==> src/rtl/dlx_prog_loader_if.sv <==
// Byte-stream handshake and instruction-memory write port of the DLX program loader.
// The master side is the byte source / memory sink, the slave side is the loader itself.
interface dlx_prog_loader_if;
    logic        byte_valid;
    logic [7:0]  byte_data;
    logic        byte_ready;
    logic        imem_we;
    logic [31:0] imem_addr;
    logic [31:0] imem_wdata;

    modport master (
        output byte_valid,
        output byte_data,
        input  byte_ready,
        input  imem_we,
        input  imem_addr,
        input  imem_wdata
    );

    modport slave (
        input  byte_valid,
        input  byte_data,
        output byte_ready,
        output imem_we,
        output imem_addr,
        output imem_wdata
    );
endinterface

==> src/rtl/dlx_prog_loader.sv <==
// Boot-time DLX program loader: length-prefixed byte stream -> big-endian words in
// instruction memory, XOR checksum verified, core held in reset until a good load.
module dlx_prog_loader #(
    parameter logic [15:0] DEPTH_WORDS = 16'd64,
    parameter logic [31:0] BASE_ADDR   = 32'd0
) (
    input  logic                clock,
    input  logic                reset,
    input  logic                start,
    dlx_prog_loader_if.slave    bus,
    output logic                core_hold,
    output logic                load_done,
    output logic                load_error,
    output logic [15:0]         words_loaded
);

    typedef enum logic [2:0] {
        IDLE   = 3'd0,
        LEN_HI = 3'd1,
        LEN_LO = 3'd2,
        DATA   = 3'd3,
        CSUM   = 3'd4,
        DONE   = 3'd5,
        ERROR  = 3'd6
    } state_t;

    state_t      state_r;
    state_t      next_state_s;

    logic [1:0]  byte_idx_r;
    logic [15:0] len_r;
    logic [15:0] word_cnt_r;
    logic [7:0]  csum_r;
    logic [23:0] part_r;

    logic        byte_ready_r;
    logic        imem_we_r;
    logic [31:0] imem_addr_r;
    logic [31:0] imem_wdata_r;
    logic        core_hold_r;
    logic        load_done_r;
    logic        load_error_r;
    logic [15:0] words_loaded_r;

    logic        accept_s;
    logic        restart_s;
    logic [15:0] len_s;
    logic        word_end_s;
    logic [15:0] word_cnt_nxt_s;
    logic        ready_nxt_s;

    assign accept_s       = bus.byte_valid & byte_ready_r;
    assign restart_s      = start & ((state_r == IDLE) | (state_r == DONE) | (state_r == ERROR));
    assign len_s          = {len_r[15:8], bus.byte_data};
    assign word_end_s     = accept_s & (state_r == DATA) & (byte_idx_r == 2'd3);
    assign word_cnt_nxt_s = word_end_s ? (word_cnt_r + 16'd1) : word_cnt_r;

    // Next-state logic
    always_comb begin
        next_state_s = state_r;
        case (state_r)
            IDLE: begin
                if (start) next_state_s = LEN_HI;
                else       next_state_s = IDLE;
            end
            LEN_HI: begin
                if (accept_s) next_state_s = LEN_LO;
                else          next_state_s = LEN_HI;
            end
            LEN_LO: begin
                if (!accept_s)                next_state_s = LEN_LO;
                else if (len_s > DEPTH_WORDS) next_state_s = ERROR;
                else if (len_s == 16'd0)      next_state_s = CSUM;
                else                          next_state_s = DATA;
            end
            DATA: begin
                // leave only once the last word's write pulse is on the bus
                if (imem_we_r && (word_cnt_r == len_r)) next_state_s = CSUM;
                else                                    next_state_s = DATA;
            end
            CSUM: begin
                if (!accept_s)                   next_state_s = CSUM;
                else if (bus.byte_data == csum_r) next_state_s = DONE;
                else                              next_state_s = ERROR;
            end
            DONE, ERROR: begin
                if (start) next_state_s = LEN_HI;
                else       next_state_s = state_r;
            end
            default: next_state_s = IDLE;
        endcase
    end

    // Registered byte_ready: closed once every data byte of the load has been taken
    always_comb begin
        ready_nxt_s = 1'b0;
        case (next_state_s)
            LEN_HI, LEN_LO, CSUM: ready_nxt_s = 1'b1;
            DATA: begin
                if ((state_r != DATA) || (word_cnt_nxt_s != len_r)) ready_nxt_s = 1'b1;
                else                                               ready_nxt_s = 1'b0;
            end
            default: ready_nxt_s = 1'b0;
        endcase
    end

    // State register
    always_ff @(posedge clock) begin
        if (reset) state_r <= IDLE;
        else       state_r <= next_state_s;
    end

    // Datapath: length capture, word packing, checksum, write port and status
    always_ff @(posedge clock) begin
        if (reset) begin
            byte_idx_r     <= 2'd0;
            len_r          <= 16'd0;
            word_cnt_r     <= 16'd0;
            csum_r         <= 8'd0;
            part_r         <= 24'd0;
            byte_ready_r   <= 1'b0;
            imem_we_r      <= 1'b0;
            imem_addr_r    <= BASE_ADDR;
            imem_wdata_r   <= 32'd0;
            core_hold_r    <= 1'b1;
            load_done_r    <= 1'b0;
            load_error_r   <= 1'b0;
            words_loaded_r <= 16'd0;
        end else begin
            byte_ready_r <= ready_nxt_s;
            imem_we_r    <= 1'b0;
            core_hold_r  <= ~((state_r == DONE) & ~restart_s);
            if (restart_s) begin
                byte_idx_r     <= 2'd0;
                len_r          <= 16'd0;
                word_cnt_r     <= 16'd0;
                csum_r         <= 8'd0;
                part_r         <= 24'd0;
                imem_addr_r    <= BASE_ADDR;
                imem_wdata_r   <= 32'd0;
                load_done_r    <= 1'b0;
                load_error_r   <= 1'b0;
                words_loaded_r <= 16'd0;
            end else begin
                if (next_state_s == DONE)  load_done_r  <= 1'b1;
                if (next_state_s == ERROR) load_error_r <= 1'b1;
                case (state_r)
                    LEN_HI: if (accept_s) len_r[15:8] <= bus.byte_data;
                    LEN_LO: if (accept_s) len_r[7:0]  <= bus.byte_data;
                    DATA: begin
                        if (accept_s) begin
                            csum_r     <= csum_r ^ bus.byte_data;
                            byte_idx_r <= byte_idx_r + 2'd1;
                            if (byte_idx_r == 2'd3) begin
                                imem_we_r      <= 1'b1;
                                imem_wdata_r   <= {part_r, bus.byte_data};
                                imem_addr_r    <= BASE_ADDR + {14'd0, word_cnt_r, 2'b00};
                                words_loaded_r <= word_cnt_r + 16'd1;
                                word_cnt_r     <= word_cnt_r + 16'd1;
                            end else begin
                                part_r <= {part_r[15:0], bus.byte_data};
                            end
                        end
                    end
                    default: ;
                endcase
            end
        end
    end

    assign bus.byte_ready = byte_ready_r;
    assign bus.imem_we    = imem_we_r;
    assign bus.imem_addr  = imem_addr_r;
    assign bus.imem_wdata = imem_wdata_r;
    assign core_hold      = core_hold_r;
    assign load_done      = load_done_r;
    assign load_error     = load_error_r;
    assign words_loaded   = words_loaded_r;

endmodule
==> src/flat_wrapper.sv <==
// flat-port wrapper written by rule: the top's interface ports become plain ports
module dlx_prog_loader_flat 
#(
    parameter logic [15:0] DEPTH_WORDS = 16'd64,
    parameter logic [31:0] BASE_ADDR   = 32'd0
)
  (clock, reset, start, core_hold, load_done, load_error, words_loaded, bus_byte_valid, bus_byte_data, bus_byte_ready, bus_imem_we, bus_imem_addr, bus_imem_wdata);
  dlx_prog_loader_if bus_i ();
  input  logic clock;
  input  logic reset;
  input  logic start;
  output logic core_hold;
  output logic load_done;
  output logic load_error;
  output logic [15:0] words_loaded;
  input wire logic [$bits(bus_i.byte_valid)-1:0] bus_byte_valid;
  input wire logic [$bits(bus_i.byte_data)-1:0] bus_byte_data;
  output wire logic [$bits(bus_i.byte_ready)-1:0] bus_byte_ready;
  output wire logic [$bits(bus_i.imem_we)-1:0] bus_imem_we;
  output wire logic [$bits(bus_i.imem_addr)-1:0] bus_imem_addr;
  output wire logic [$bits(bus_i.imem_wdata)-1:0] bus_imem_wdata;
  assign bus_i.byte_valid = bus_byte_valid;
  assign bus_i.byte_data = bus_byte_data;
  assign bus_byte_ready = bus_i.byte_ready;
  assign bus_imem_we = bus_i.imem_we;
  assign bus_imem_addr = bus_i.imem_addr;
  assign bus_imem_wdata = bus_i.imem_wdata;
  dlx_prog_loader #(.DEPTH_WORDS(DEPTH_WORDS), .BASE_ADDR(BASE_ADDR)) u_core (.clock(clock), .reset(reset), .start(start), .bus(bus_i), .core_hold(core_hold), .load_done(load_done), .load_error(load_error), .words_loaded(words_loaded));
endmodule
==> config.mk <==
export PLATFORM = sky130hd
export DESIGN_NAME = dlx_prog_loader_flat
export DESIGN_NICKNAME = d
export VERILOG_FILES = /design/src/rtl/dlx_prog_loader_if.sv /design/src/rtl/dlx_prog_loader.sv /design/src/flat_wrapper.sv
export SDC_FILE = /design/constraint.sdc
export NUM_CORES = 1
export LEC_CHECK = 0
export BUFFER_PORTS_ARGS = -buffer_cell sky130_fd_sc_hd__buf_4
export CAP_MARGIN = 40
export CORE_MARGIN = 10
export CORE_UTILIZATION = 50
export DETAILED_ROUTE_END_ITERATION = 12
export GPL_ROUTABILITY_DRIVEN = 1
export GPL_TIMING_DRIVEN = 0
export PLACE_DENSITY = 0.81
export SKIP_CTS_REPAIR_TIMING = 1
export SYNTH_ARGS = -nofsm -noshare
export SYNTH_HDL_FRONTEND = slang
export SYNTH_SLANG_ARGS = --single-unit
==> constraint.sdc <==
create_clock -name clock -period 2.54 [get_ports clock]
set_input_delay 0.254 -clock clock [delete_from_list [all_inputs] [get_ports clock]]
set_output_delay 0.254 -clock clock [all_outputs]
set_load 0.01 [all_outputs]
==> run_results.csv <==
group,metric,value,unit
run_status,status,"complete, no violations",
yosys,yosysSeqAreaShare,44.82,%
setup_path,r2r_end,"u_core.bus.byte_ready",
floorplan,die_w,124.4,microns
setup_path,path_depth,8,
cts,cts_buffers,17,
power,vdd_drop_max,0.0004037,V
grt,grt_use_total,19.45,%
yosys,yosys.area.top_type,"dfxtp_1",
cts,clock_latency,0.53,ns
sta,skew,0.006975,ns
floorplan,fp.dieH,124.4,microns
final_layout,fillerInstances,889,
power,p_sw_share,28.18,%
floorplan,coreArea,10750,sq um
route,drc,0,
setup_path,timing.critical_path.max_delay_family,"simple AND/OR/NAND/NOR gates",
final_layout,layout_commonest_cell,"nand2_1",
yosys,synth_area_leaders,"dfxtp_1 45%, nand2_1 13%, a21oi_1 8.1%",
yosys,synth_top_area_share,44.82,%
sta,period_share,97.50,%
yosys,synth_edf_count,0,
setup_path,cpMaxStageDelayCell,"dfxtp_1",
grt,grt_max_degree,17,
grt,grt_pass1_vias,4931,
yosys,ys.flop_type,"dfxtp_1",
sta,final_max_slew_viol_count,0,
final_layout,diodes,0,
grt,grt_overflow_total,0,
sta,post-route-min-period,2.477,ns
sta,max_freq,0.4038,GHz
setup_path,r2r_start,"u_core.words_loaded[1]",
floorplan,rows,38,
floorplan,ioPinCount,97,
sta,tightest_slew,0.9057,ns
yosys,yosys_warnings,0,
final_layout,seqCellArea,2456,sq um
yosys,synth-async-reset-ratio,0,%
grt,antenna_found_initial,0,
setup_path,arrival,2.88,ns
route,drt_iter0_drc,601,
placed_design,dp_cells,920,
power,cellLeakagePower,0.002569,uW
route,vias,5161,
sta,setup_viol,0,
power,seq_power_share,42.5,%
sta,hold_violations,0,
placed_design,post-dp-hpwl,10.81,mm
setup_path,cp.required,2.94,ns
min_path,hp-class,"input pin to flip-flop",
setup_path,cpPeakStageDelay,0.49,ns
sta,relSlewSlack,39.16,%
setup_path,crit_chain,"ha_2 -> nand2_1 -> nor4_4 -> xnor2_2 -> xor2_1 -> o2111ai_1 -> nor4_2 -> a211oi_1",
run,drv_cap,0,
final_layout,multi_input_area,2815,sq um
setup_path,crit_path_max_fanout,7,
setup_path,cp-startpoint,"u_core.words_loaded[1]",
cts,clkSinkCount,122,
placed_design,io_buffers,72,
power,power.switching,1300,uW
route,antenna_left,0,
setup_path,path_buf_inv,0,
cts,root_buffer,"clkbuf_8",
route,detail_route.vias_per_cell,5.404,
final_layout,fin_nets,816,
power,p_per_area,665.4,nW/um^2
floorplan,die_area,15470,sq um
power,intPower,3315,uW
power,p_clk_share,47.8,%
sta,fin_ws,0.06347,ns
grt,grt_pass1_wl,25.19,mm
route,wl_per_cell,16.16,microns
cts,h-tree-depth,4,
setup_path,start_kind,"flip-flop",
yosys,syn_inst,692,
yosys,ys_seq_elements,122,
cts,cts_buffer_depth,2,
route,drt-pass1-iter-count,6,
setup_path,endpoint,"u_core.bus.byte_ready",
cts,clkTransAtPathRegs,0.06,ns
setup_path,critPathKind,"flip-flop to flip-flop",
cts,cts_tree,"done",
power,p_comb_share,9.8,%
yosys,synth.distinct_cells,52,
placed_design,gp_congestion,0.9333,
final_layout,fin_cells,955,
yosys,synth_area,5449,sq um
placed_design,dp_worst_setup_slack,-0.1550,ns
final_layout,layout_common_cells,"192 x nand2_1, 115 x dfxtp_1, 94 x buf_4",
final_layout,area_delta_synth_final,27.28,%
setup_path,ff2ff_path_depth,8,
sta,rsz0062_at_grt,"true",
setup_path,end_kind,"flip-flop",
final_layout,final_layout_size_suffix_gt1_share,20.37,%
floorplan,start_util,50.71,%
setup_path,r2r_slack,0.06,ns
route,wl,15.44,mm
yosys,avgSynthCellArea,7.874,sq um
## worst min-delay path by stage
stage | startpoint | end | cells past startpoint
after floorplan | reset | u_core.state_r[1] | 1
after global placement | u_core.part_r[19] | u_core.bus.imem_wdata[27] | 2
after detailed placement | u_core.bus.imem_addr[10] | u_core.bus.imem_addr[10] | 2
after CTS | reset | u_core.state_r[1] | 2
after global routing | bus_byte_data[2] | u_core.len_r[2] | 3
final | bus_byte_data[2] | u_core.len_r[2] | 3
## metrics by stage
step / power, uW / hold slack, ns / cell area (sq um) / utilization, % / setup TNS (ns)
floorplan: 2308 / 0.3231 / 5505 / - / 0
global placement: 2426 / 0.4398 / 6221 / 57.89 / -0.5166
detailed placement: 2430 / 0.4479 / 6228 / 57.96 / -0.7343
CTS: 4607 / -0.07673 / 6771 / 63.02 / -1.591
global route: 4777 / 0.1497 / 6935 / 64.54 / -0.03357
finish: 4615 / 0.1343 / 6935 / 64.54 / 0
## state kept, by name (all words and copies together) (netlist names)
| name | count |
|---|---|
| u_core.bus.imem_we | 1 |
| u_core.len_r | 16 |
| u_core.byte_idx_r | 2 |
| u_core.load_error | 1 |
| u_core.part_r | 24 |
| u_core.core_hold | 1 |
| u_core.bus.byte_ready | 1 |
| u_core.bus.imem_wdata | 32 |
| u_core.state_r | 3 |
| u_core.csum_r | 8 |
| u_core.words_loaded | 16 |
| u_core.bus.imem_addr | 16 |
| u_core.load_done | 1 |
## synthesized netlist by cell type, types with 2 or more instances
master / instances
xnor2_1: 36
nand4_1: 12
a211o_1: 2
buf_2: 7
nor4_1: 7
nand2b_1: 3
nor4_4: 2
nor2_1: 54
buf_6: 2
ha_1: 2
mux2i_1: 8
nor3_1: 13
xor2_1: 23
a21o_1: 2
inv_1: 7
nand3_1: 7
o2111ai_1: 3
nand2_1: 192
o21ai_0: 8
o22ai_1: 2
nor4_2: 2
and3_1: 3
clkbuf_1: 38
or3_1: 4
a21oi_1: 88
dfxtp_1: 122
buf_4: 17
o31ai_1: 2
## cells by family (layout without fill, tap and decap cells)
logic type | after synthesis | count (layout) | share of synthesized area [%]
AO/OA/AOI/OAI | 116 | 116 | 11.85
XOR/XNOR | 59 | 59 | 9.483
adder cells (fa/ha/maj) | 2 | 2 | 0.4592
buffers and inverters | 72 | 180 | 6.567
flip-flops | 122 | 122 | 44.82
multiplexers | 8 | 8 | 1.470
other | 1 | 16 | 0.06882
AND/OR/NAND/NOR | 312 | 312 | 25.28
## metal layers
layer	GRT usage (%)	routed length [microns]	share of wire [%]	up-vias
met4	8.019	433	2.8	0
met1	24.43	6438	42	2394
met5	0	0	0	-
met2	30.24	7129	46	240
li1	-	-	-	2477
met3	6.000	1436	9.3	50
## worst register-to-register path: stages (launching register included)
cell and delay, ns:
dfxtp_1 0.49, ha_2 0.30, nand2_1 0.19, nor4_4 0.43, xnor2_2 0.18, xor2_1 0.17
o2111ai_1 0.13, nor4_2 0.34, a211oi_1 0.11
## final cells by class
type | count | share of cell area [%]
Clock buffer | 17 | 5.971
Clock inverter | 15 | 1.858
Timing Repair Buffer | 79 | 8.623
Buffer | 62 | 4.636
Inverter | 7 | 0.3789
Sequential cell | 122 | 35.41
Tap cell | 140 | 2.526
Multi-Input combinational cell | 513 | 40.59
## power by group through the flow
stage	logic (uW)	registers [uW]	clock network [uW]
detailed placement	428	2000	0
global placement	424	2000	0
finish	451	1960	2200
CTS	432	1960	2210
floorplan	312	2000	0
global route	497	1960	2320
No activity file was read; power rests on OpenSTA's default activity.
